--- src/rtl/lcd_pkg.sv ---
// Shared constants and types for the character-LCD driver: HD44780 command
// bytes, per-row DDRAM start addresses and the sequencer state encoding.
package lcd_pkg;

    localparam logic [7:0] FUNC_SET = 8'h38;
    localparam logic [7:0] DISP_ON  = 8'h0C;
    localparam logic [7:0] CLEAR    = 8'h01;
    localparam logic [7:0] ENTRY    = 8'h06;

    localparam logic [7:0] ROW_ADDR [0:3] = '{8'h80, 8'hC0, 8'h94, 8'hD4};
    localparam logic [7:0] INIT_CMD [0:3] = '{FUNC_SET, DISP_ON, CLEAR, ENTRY};

    typedef enum logic [2:0] {
        PWRUP,
        INIT,
        ADDR,
        CHARS,
        DONE,
        IDLE
    } lcd_state_e;

    typedef enum logic {
        PHASE_A,
        PHASE_B
    } lcd_phase_e;

    // One spare code so an address at or past the end of the buffer can be
    // presented on the bus and rejected, even when ROWS*COLS is a power of two.
    function automatic int addr_width(input int n);
        return $clog2(n + 1);
    endfunction

endpackage

--- src/rtl/lcd_text_driver_if.sv ---
// Host write port and panel bus of the character-LCD driver.
// master = host side / observer, slave = the driver itself.
interface lcd_text_driver_if #(
    parameter int AW = 6
);
    logic          wr_en;
    logic [AW-1:0] wr_addr;
    logic [7:0]    wr_data;
    logic          refresh_req;
    logic          busy;
    logic          LCD_ON;
    logic          LCD_RS;
    logic          LCD_EN;
    logic          LCD_RW;
    logic [7:0]    LCD_DATA;

    modport master (
        output wr_en, wr_addr, wr_data, refresh_req,
        input  busy, LCD_ON, LCD_RS, LCD_EN, LCD_RW, LCD_DATA
    );

    modport slave (
        input  wr_en, wr_addr, wr_data, refresh_req,
        output busy, LCD_ON, LCD_RS, LCD_EN, LCD_RW, LCD_DATA
    );

endinterface

--- src/rtl/lcd_tick_gen.sv ---
// Clock-enable generator: one-cycle tick every CLK_HZ/TICK_HZ system clocks,
// so the LCD sequencer can run on the system clock instead of a divided one.
module lcd_tick_gen #(
    parameter int CLK_HZ  = 50000000,
    parameter int TICK_HZ = 400
) (
    input  logic clk,
    input  logic resetn,
    output logic tick
);
    localparam int DIV = CLK_HZ / TICK_HZ;
    localparam int CW  = (DIV > 1) ? $clog2(DIV) : 1;
    localparam logic [CW-1:0] LAST = CW'(DIV - 1);

    logic [CW-1:0] cnt_q, cnt_d;

    always_comb begin
        cnt_d = (cnt_q == LAST) ? '0 : cnt_q + 1'b1;
    end

    always_ff @(posedge clk or negedge resetn) begin
        if (!resetn) begin
            cnt_q <= '0;
        end else begin
            cnt_q <= cnt_d;
        end
    end

    assign tick = (cnt_q == LAST);

endmodule

--- src/rtl/lcd_text_driver.sv ---
// Character-LCD driver: holds a ROWS x COLS text buffer and streams it to an
// HD44780-class panel, advancing one half byte-transfer per clock-enable tick.
module lcd_text_driver
    import lcd_pkg::*;
#(
    parameter int CLK_HZ        = 50000000,
    parameter int TICK_HZ       = 400,
    parameter int COLS          = 16,
    parameter int ROWS          = 2,
    parameter int POWERUP_TICKS = 8,
    parameter int AUTO_REFRESH  = 1
) (
    input logic              clk,
    input logic              resetn,
    lcd_text_driver_if.slave bus
);
    localparam int N    = ROWS * COLS;
    localparam int IW   = (N > 1) ? $clog2(N) : 1;
    localparam int RW_W = (ROWS > 1) ? $clog2(ROWS) : 1;
    localparam int CW_W = (COLS > 1) ? $clog2(COLS) : 1;
    localparam int PW   = $clog2(POWERUP_TICKS + 1);

    localparam logic [RW_W-1:0] ROW_LAST = RW_W'(ROWS - 1);
    localparam logic [CW_W-1:0] COL_LAST = CW_W'(COLS - 1);
    localparam logic [PW-1:0]   PWR_LAST = PW'(POWERUP_TICKS - 1);

    lcd_state_e      state_q, state_d;
    lcd_phase_e      phase_q, phase_d;
    logic [1:0]      step_q, step_d;
    logic [RW_W-1:0] row_q, row_d;
    logic [CW_W-1:0] col_q, col_d;
    logic [PW-1:0]   pwr_q, pwr_d;
    logic            dirty_q, dirty_d;
    logic            pending_q, pending_d;
    logic            rs_q, rs_d;
    logic            en_q, en_d;
    logic [7:0]      data_q, data_d;
    logic            on_q;
    logic [7:0]      buf_q [N];

    logic            tick;
    logic            wrHit;
    logic            restartPass;
    logic [IW-1:0]   charIdx;
    logic [IW-1:0]   wrIdx;
    logic [1:0]      rowSel;

    lcd_tick_gen #(
        .CLK_HZ (CLK_HZ),
        .TICK_HZ(TICK_HZ)
    ) u_tick (
        .clk   (clk),
        .resetn(resetn),
        .tick  (tick)
    );

    assign wrHit   = bus.wr_en && (int'(bus.wr_addr) < N);
    assign wrIdx   = IW'(bus.wr_addr);
    assign charIdx = IW'(int'(row_q) * COLS + int'(col_q));
    assign rowSel  = 2'(row_q);

    always_ff @(posedge clk or negedge resetn) begin
        if (!resetn) begin
            for (int i = 0; i < N; i++) begin
                buf_q[i] <= 8'h20;
            end
        end else if (wrHit) begin
            buf_q[wrIdx] <= bus.wr_data;
        end
    end

    // Byte transfers take two ticks: phase A drives RS/DATA with EN high,
    // phase B drops EN and moves the sequencer on to the next byte.
    always_comb begin
        state_d     = state_q;
        phase_d     = phase_q;
        step_d      = step_q;
        row_d       = row_q;
        col_d       = col_q;
        pwr_d       = pwr_q;
        rs_d        = rs_q;
        en_d        = en_q;
        data_d      = data_q;
        restartPass = 1'b0;

        if (tick) begin
            unique case (state_q)
                PWRUP: begin
                    if (pwr_q == PWR_LAST) begin
                        state_d = INIT;
                    end else begin
                        pwr_d = pwr_q + 1'b1;
                    end
                end
                INIT, ADDR, CHARS: begin
                    if (phase_q == PHASE_A) begin
                        en_d    = 1'b1;
                        phase_d = PHASE_B;
                        rs_d    = (state_q == CHARS);
                        if (state_q == INIT) begin
                            data_d = INIT_CMD[step_q];
                        end else if (state_q == ADDR) begin
                            data_d = ROW_ADDR[rowSel];
                        end else begin
                            data_d = buf_q[charIdx];
                        end
                    end else begin
                        en_d    = 1'b0;
                        phase_d = PHASE_A;
                        if (state_q == INIT) begin
                            if (step_q == 2'd3) begin
                                state_d = ADDR;
                                row_d   = '0;
                            end else begin
                                step_d = step_q + 1'b1;
                            end
                        end else if (state_q == ADDR) begin
                            state_d = CHARS;
                            col_d   = '0;
                        end else if (col_q == COL_LAST) begin
                            col_d = '0;
                            if (row_q == ROW_LAST) begin
                                state_d = DONE;
                            end else begin
                                row_d   = row_q + 1'b1;
                                state_d = ADDR;
                            end
                        end else begin
                            col_d = col_q + 1'b1;
                        end
                    end
                end
                DONE, IDLE: begin
                    if ((state_q == DONE && AUTO_REFRESH != 0) || dirty_q || pending_q) begin
                        state_d     = ADDR;
                        row_d       = '0;
                        restartPass = 1'b1;
                    end else begin
                        state_d = IDLE;
                    end
                end
                default: begin
                    state_d = PWRUP;
                end
            endcase
        end
    end

    // A write or request arriving on the very cycle a pass restarts must
    // survive the clear, so the set terms take priority.
    always_comb begin
        dirty_d   = dirty_q;
        pending_d = pending_q;
        if (restartPass) begin
            dirty_d   = 1'b0;
            pending_d = 1'b0;
        end
        if (wrHit) begin
            dirty_d = 1'b1;
        end
        if (bus.refresh_req) begin
            pending_d = 1'b1;
        end
    end

    always_ff @(posedge clk or negedge resetn) begin
        if (!resetn) begin
            state_q   <= PWRUP;
            phase_q   <= PHASE_A;
            step_q    <= '0;
            row_q     <= '0;
            col_q     <= '0;
            pwr_q     <= '0;
            dirty_q   <= 1'b0;
            pending_q <= 1'b0;
            rs_q      <= 1'b0;
            en_q      <= 1'b0;
            data_q    <= 8'h00;
            on_q      <= 1'b0;
        end else begin
            state_q   <= state_d;
            phase_q   <= phase_d;
            step_q    <= step_d;
            row_q     <= row_d;
            col_q     <= col_d;
            pwr_q     <= pwr_d;
            dirty_q   <= dirty_d;
            pending_q <= pending_d;
            rs_q      <= rs_d;
            en_q      <= en_d;
            data_q    <= data_d;
            on_q      <= 1'b1;
        end
    end

    assign bus.busy     = (state_q != IDLE);
    assign bus.LCD_ON   = on_q;
    assign bus.LCD_RS   = rs_q;
    assign bus.LCD_EN   = en_q;
    assign bus.LCD_RW   = 1'b0;
    assign bus.LCD_DATA = data_q;

endmodule

--- src/flat_wrapper.sv ---
// flat-port wrapper written by rule: the top's interface ports become plain ports
module lcd_text_driver_flat import lcd_pkg::*;
#(
    parameter int CLK_HZ        = 50000000,
    parameter int TICK_HZ       = 400,
    parameter int COLS          = 16,
    parameter int ROWS          = 2,
    parameter int POWERUP_TICKS = 8,
    parameter int AUTO_REFRESH  = 1
)
  (clk, resetn, bus_wr_en, bus_wr_addr, bus_wr_data, bus_refresh_req, bus_busy, bus_LCD_ON, bus_LCD_RS, bus_LCD_EN, bus_LCD_RW, bus_LCD_DATA);
  lcd_text_driver_if #(.AW((addr_width((ROWS * COLS))))) bus_i ();
  input logic clk;
  input logic resetn;
  input wire logic [$bits(bus_i.wr_en)-1:0] bus_wr_en;
  input wire logic [$bits(bus_i.wr_addr)-1:0] bus_wr_addr;
  input wire logic [$bits(bus_i.wr_data)-1:0] bus_wr_data;
  input wire logic [$bits(bus_i.refresh_req)-1:0] bus_refresh_req;
  output wire logic [$bits(bus_i.busy)-1:0] bus_busy;
  output wire logic [$bits(bus_i.LCD_ON)-1:0] bus_LCD_ON;
  output wire logic [$bits(bus_i.LCD_RS)-1:0] bus_LCD_RS;
  output wire logic [$bits(bus_i.LCD_EN)-1:0] bus_LCD_EN;
  output wire logic [$bits(bus_i.LCD_RW)-1:0] bus_LCD_RW;
  output wire logic [$bits(bus_i.LCD_DATA)-1:0] bus_LCD_DATA;
  assign bus_i.wr_en = bus_wr_en;
  assign bus_i.wr_addr = bus_wr_addr;
  assign bus_i.wr_data = bus_wr_data;
  assign bus_i.refresh_req = bus_refresh_req;
  assign bus_busy = bus_i.busy;
  assign bus_LCD_ON = bus_i.LCD_ON;
  assign bus_LCD_RS = bus_i.LCD_RS;
  assign bus_LCD_EN = bus_i.LCD_EN;
  assign bus_LCD_RW = bus_i.LCD_RW;
  assign bus_LCD_DATA = bus_i.LCD_DATA;
  lcd_text_driver #(.CLK_HZ(CLK_HZ), .TICK_HZ(TICK_HZ), .COLS(COLS), .ROWS(ROWS), .POWERUP_TICKS(POWERUP_TICKS), .AUTO_REFRESH(AUTO_REFRESH)) u_core (.clk(clk), .resetn(resetn), .bus(bus_i));
endmodule
--- config.mk ---
export PLATFORM = sky130hd
export DESIGN_NAME = lcd_text_driver_flat
export DESIGN_NICKNAME = d
export VERILOG_FILES = /design/src/rtl/lcd_pkg.sv /design/src/rtl/lcd_text_driver_if.sv /design/src/rtl/lcd_tick_gen.sv /design/src/rtl/lcd_text_driver.sv /design/src/flat_wrapper.sv
export SDC_FILE = /design/constraint.sdc
export NUM_CORES = 1
export LEC_CHECK = 0
export CAP_MARGIN = 20
export CORE_MARGIN = 10
export CORE_UTILIZATION = 35
export DETAILED_ROUTE_END_ITERATION = 6
export PLACE_DENSITY = 0.62
export SETUP_SLACK_MARGIN = 0.2
export SYNTH_ARGS = -nofsm -noshare
export SYNTH_HDL_FRONTEND = slang
export SYNTH_SLANG_ARGS = --single-unit
--- constraint.sdc ---
create_clock -name clk -period 2.5 [get_ports clk]
set_input_delay 0.5 -clock clk [delete_from_list [all_inputs] [get_ports clk]]
set_output_delay 0.5 -clock clk [all_outputs]
set_load 0.005 [all_outputs]
==> run_results.csv, run 1 <==
group,metric,value,unit
setup_path,cp_slowest_cell,"mux4_2",
finish,multi_input_area,6410,sq um
finish,instances_no_fill,1658,
finish,fillers,3586,
setup_path,crit_chain,"buf_4 > mux4_2 > mux4_2 > a221oi_2 > a21oi_1",
setup_path,critical_path.max_stage_delay,0.56,ns
clocking,clk_pin_slew_worst_paths,0.06,ns
pwr,switchingPower,2800,uW
pwr,swShare,23.4,%
timing,fin_crit,2.30,ns
yosys,synth-edff-count,0,
grt,antenna_found_initial,0,
yosys,ys_types,69,
yosys,synth_common_cells,"mux2_2 (273), dfrtp_1 (268), mux4_2 (52)",
routing,dr.pass1.iters,5,
timing,worstMarginPinSlew,0.656,ns
setup_path,cp_data_required_time,2.89,ns
pwr,power.share.clock,41.9,%
routing,wirelength,34400,um
placed_design,dp_cells,1583,
pwr,power.density,700,nW/um^2
pwr,intPower,9130,uW
routing,wl_per_cell,20.7,um
floorplanning,dieArea,49100,sq um
clocking,cts-root-buf,"clkbuf_16",
pwr,leakagePower,0.00739,uW
timing,finalCritPeriodShare,92.0,%
floorplanning,start_util,35.6,%
hold_path,hold_path.class,"flop to flop",
pwr,pwr-share-comb,9.9,%
routing,ant_nets,0,
finish,final_area,17000,sq um
yosys,yosys-top-cells-area,"dfrtp_1 (47%), mux2_2 (22%), mux4_2 (8.2%)",
routing,drt_iter0_drc,593,
placed_design,hpwlAfterDp,22700,um
finish,drive_above_1_share,49.6,%
yosys,avgSynthCellArea,14.2,sq um
floorplanning,die_w,222,um
clocking,numCtsBuffers,35,
pwr,peakVddDrop,363,uV
floorplanning,ioPinCount,31,
setup_path,cp.arrival,2.68,ns
finish,regArea,7550,sq um
yosys,ys_ff_latch,300,
yosys,synth_top_area_share,47.2,%
run,drv_cap,0,
setup_path,path_max_fanout,6,
timing,relSlewSlack,55.8,%
timing,skew,0.00966,ns
setup_path,crit_top_cell,"mux4_2",
timing,rsz0062_at_grt,"yes",
yosys,yosysMostFrequentCell,"mux2_2",
yosys,ys_seq_area_share,53.1,%
clocking,cts-htree-levels,2,
yosys,yosys.area.top_type,"dfrtp_1",
floorplanning,die_h,222,um
routing,vias,8653,
placed_design,portBuffers,29,
yosys,syn_inst,1001,
placed_design,pre_cts_slack,-0.103,ns
clocking,clkSinkCount,300,
timing,final_max_slew_viol_count,0,
grt,grt_max_degree,81,
routing,viasPerCell,5.22,
floorplanning,core.rowCount,73,
finish,utilization,42.7,%
grt,grt_pass1_vias,9123,
yosys,ys_dominant_reg_cell,"dfrtp_1",
clocking,cts_tree,"built",
yosys,netlist_area,14200,sq um
placed_design,placed_area,15700,sq um
timing,max_freq,0.435,GHz
yosys,synth_fp_nets,1025,
pwr,power_frac_seq,48.1,%
run_status,status,"completed",
setup_path,worst-setup-path-type,"flop to flop",
finish,layout.nets,1129,
routing,drc,0,
clocking,cts_buffer_depth,3,
placed_design,place.gp.congestion,0.824,
grt,gr-total-overflow,0,
floorplanning,core,39900,sq um
setup_path,cp-end-kind,"flop",
timing,setup_slack,0.201,ns
setup_path,cp-start-kind,"flop",
timing,setup_viol,0,
timing,hold_viol_final,0,
grt,grt_pass1_wl,53900,um
clocking,clk_latency,0.52,ns
yosys,synth_warnings,0,
finish,area_growth,19.9,%
yosys,async_flop_share,100,%
grt,grt_usage,13.7,%
[stage by stage]
| step | hold slack (ns) | TNS (ns) | total power [uW] |
|---|---|---|---|
| after CTS | 0.484 | 0 | 12100 |
| after detailed placement | 0.431 | -0.103 | 7000 |
| final | 0.476 | 0 | 11900 |
| after floorplan | 0.204 | 0 | 6510 |
| after global placement | 0.429 | -0.123 | 6930 |
| after global routing | 0.495 | 0 | 12400 |
[what timing repair did]
| item | CTS | global route |
|---|---|---|
| gates resized for setup | 4 | 14 |
| pin swaps | 0 | 0 |
| hold buffers | 1 | 0 |
| endpoints found under the setup margin | 7 | 7 |
| buffers inserted | 3 | 6 |
| hold endpoints to repair | 32 | 0 |
[layer usage]
| metal | global-route usage [%] | up-vias | share of wire (%) |
|---|---|---|---|
| li1 | - | 3908 | - |
| met5 | 0 | - | 0 |
| met1 | 18.9 | 4559 | 48 |
| met2 | 21.9 | 142 | 47 |
| met3 | 2.29 | 44 | 3.6 |
| met4 | 3.46 | 0 | 1.9 |
[worst max-delay path, delay by kind of cell, from the launching register on]
kind,cells,cell delay (ns)
multiplexers,2,1.11
flip-flops,1,0.45
AO/OA/AOI/OAI,2,0.40
buffers and inverters,1,0.20
[cell families (layout without fill, tap and decap cells)]
family                   after synthesis  after routing  share of synthesized area (%)
XOR/XNOR                              20             20                           1.23
multiplexers                         352            352                           32.2
other                                  2              3                         0.0528
adder cells (fa/ha/maj)                6              6                          0.528
buffers and inverters                 71            202                           2.40
flip-flops                           300            300                           53.1
AND/OR/NAND/NOR                      193            193                           7.37
AO/OA/AOI/OAI                         57             57                           3.08
[cell usage in the layout, fill, tap and decap left out, types with 8 or more instances in the layout]
master and count:
clkinv_2 10, xor2_1 9, nor2_1 39, dfrtp_1 266
mux2_2 273, clkdlybuf4s50_1 28, mux2i_1 19, nand3b_1 8
buf_4 89, xnor2_1 11, buf_12 12, dfstp_2 32
o21ai_0 10, clkbuf_16 35, o211ai_1 8, nor2_2 8
mux4_2 53, nand3_1 18, a21oi_1 8, nand2_1 47
nor3_1 12
[final cells by class]
type                       count  share of cell area (%)
multi-input combinational    630                    37.6
clock buffer                  47                    5.76
inverter                       3                  0.0661
clock inverter                17                   0.896
tap                          525                    3.85
timing repair buffer         135                    7.48
antenna                        1                  0.0147
sequential                   300                    44.3
[registers in the layout (all words and copies together) (netlist names), 2 cells and up]
| signal | flops |
|---|---|
| u_core.buf_q | 256 |
| u_core.u_tick.cnt_q | 17 |
| u_core.bus.LCD_DATA | 8 |
| u_core.col_q | 4 |
| u_core.pwr_q | 4 |
| u_core.state_q | 3 |
| u_core.step_q | 2 |
[path summary, 6_finish.rpt]
| check | start | endpoint | slack [ns] | cells after the start |
|---|---|---|---|---|
| max reg2reg | u_core.col_q[0]$_DFFE_PN0P_ | u_core.bus.LCD_DATA[4]$_DFFE_PN0P_ | 0.20 | 5 |
| min in group asynchronous | resetn | u_core.buf_q[250]$_DFFE_PN0P_ | 0.49 | 2 |
| min | u_core.pwr_q[3]$_DFFE_PN0P_ | u_core.pwr_q[3]$_DFFE_PN0P_ | 0.48 | 1 |
| min reg2reg | u_core.pwr_q[3]$_DFFE_PN0P_ | u_core.pwr_q[3]$_DFFE_PN0P_ | 0.48 | 1 |
| max | u_core.col_q[0]$_DFFE_PN0P_ | u_core.bus.LCD_DATA[4]$_DFFE_PN0P_ | 0.20 | 5 |
| max in group asynchronous | resetn | u_core.buf_q[93]$_DFFE_PN1P_ | 1.21 | 3 |
[power by group through the flow]
| stage | clock network [uW] | logic, uW | registers, uW |
|---|---|---|---|
| 2_1_floorplan | 0 | 804 | 5700 |
| 3_3_place_gp | 0 | 1150 | 5790 |
| 3_5_place_dp | 0 | 1180 | 5810 |
| 4_1_cts | 5130 | 1190 | 5730 |
| 5_1_grt | 5320 | 1290 | 5800 |
| 6_report | 5000 | 1180 | 5740 |
(Power assumes the default switching activity.)
==> run 2: changes to the inputs <==
- SLEW_MARGIN: unset -> 20
==> results of run 2 <==
Same layout as run 1: the final DEF is identical, and so are final timing and power.
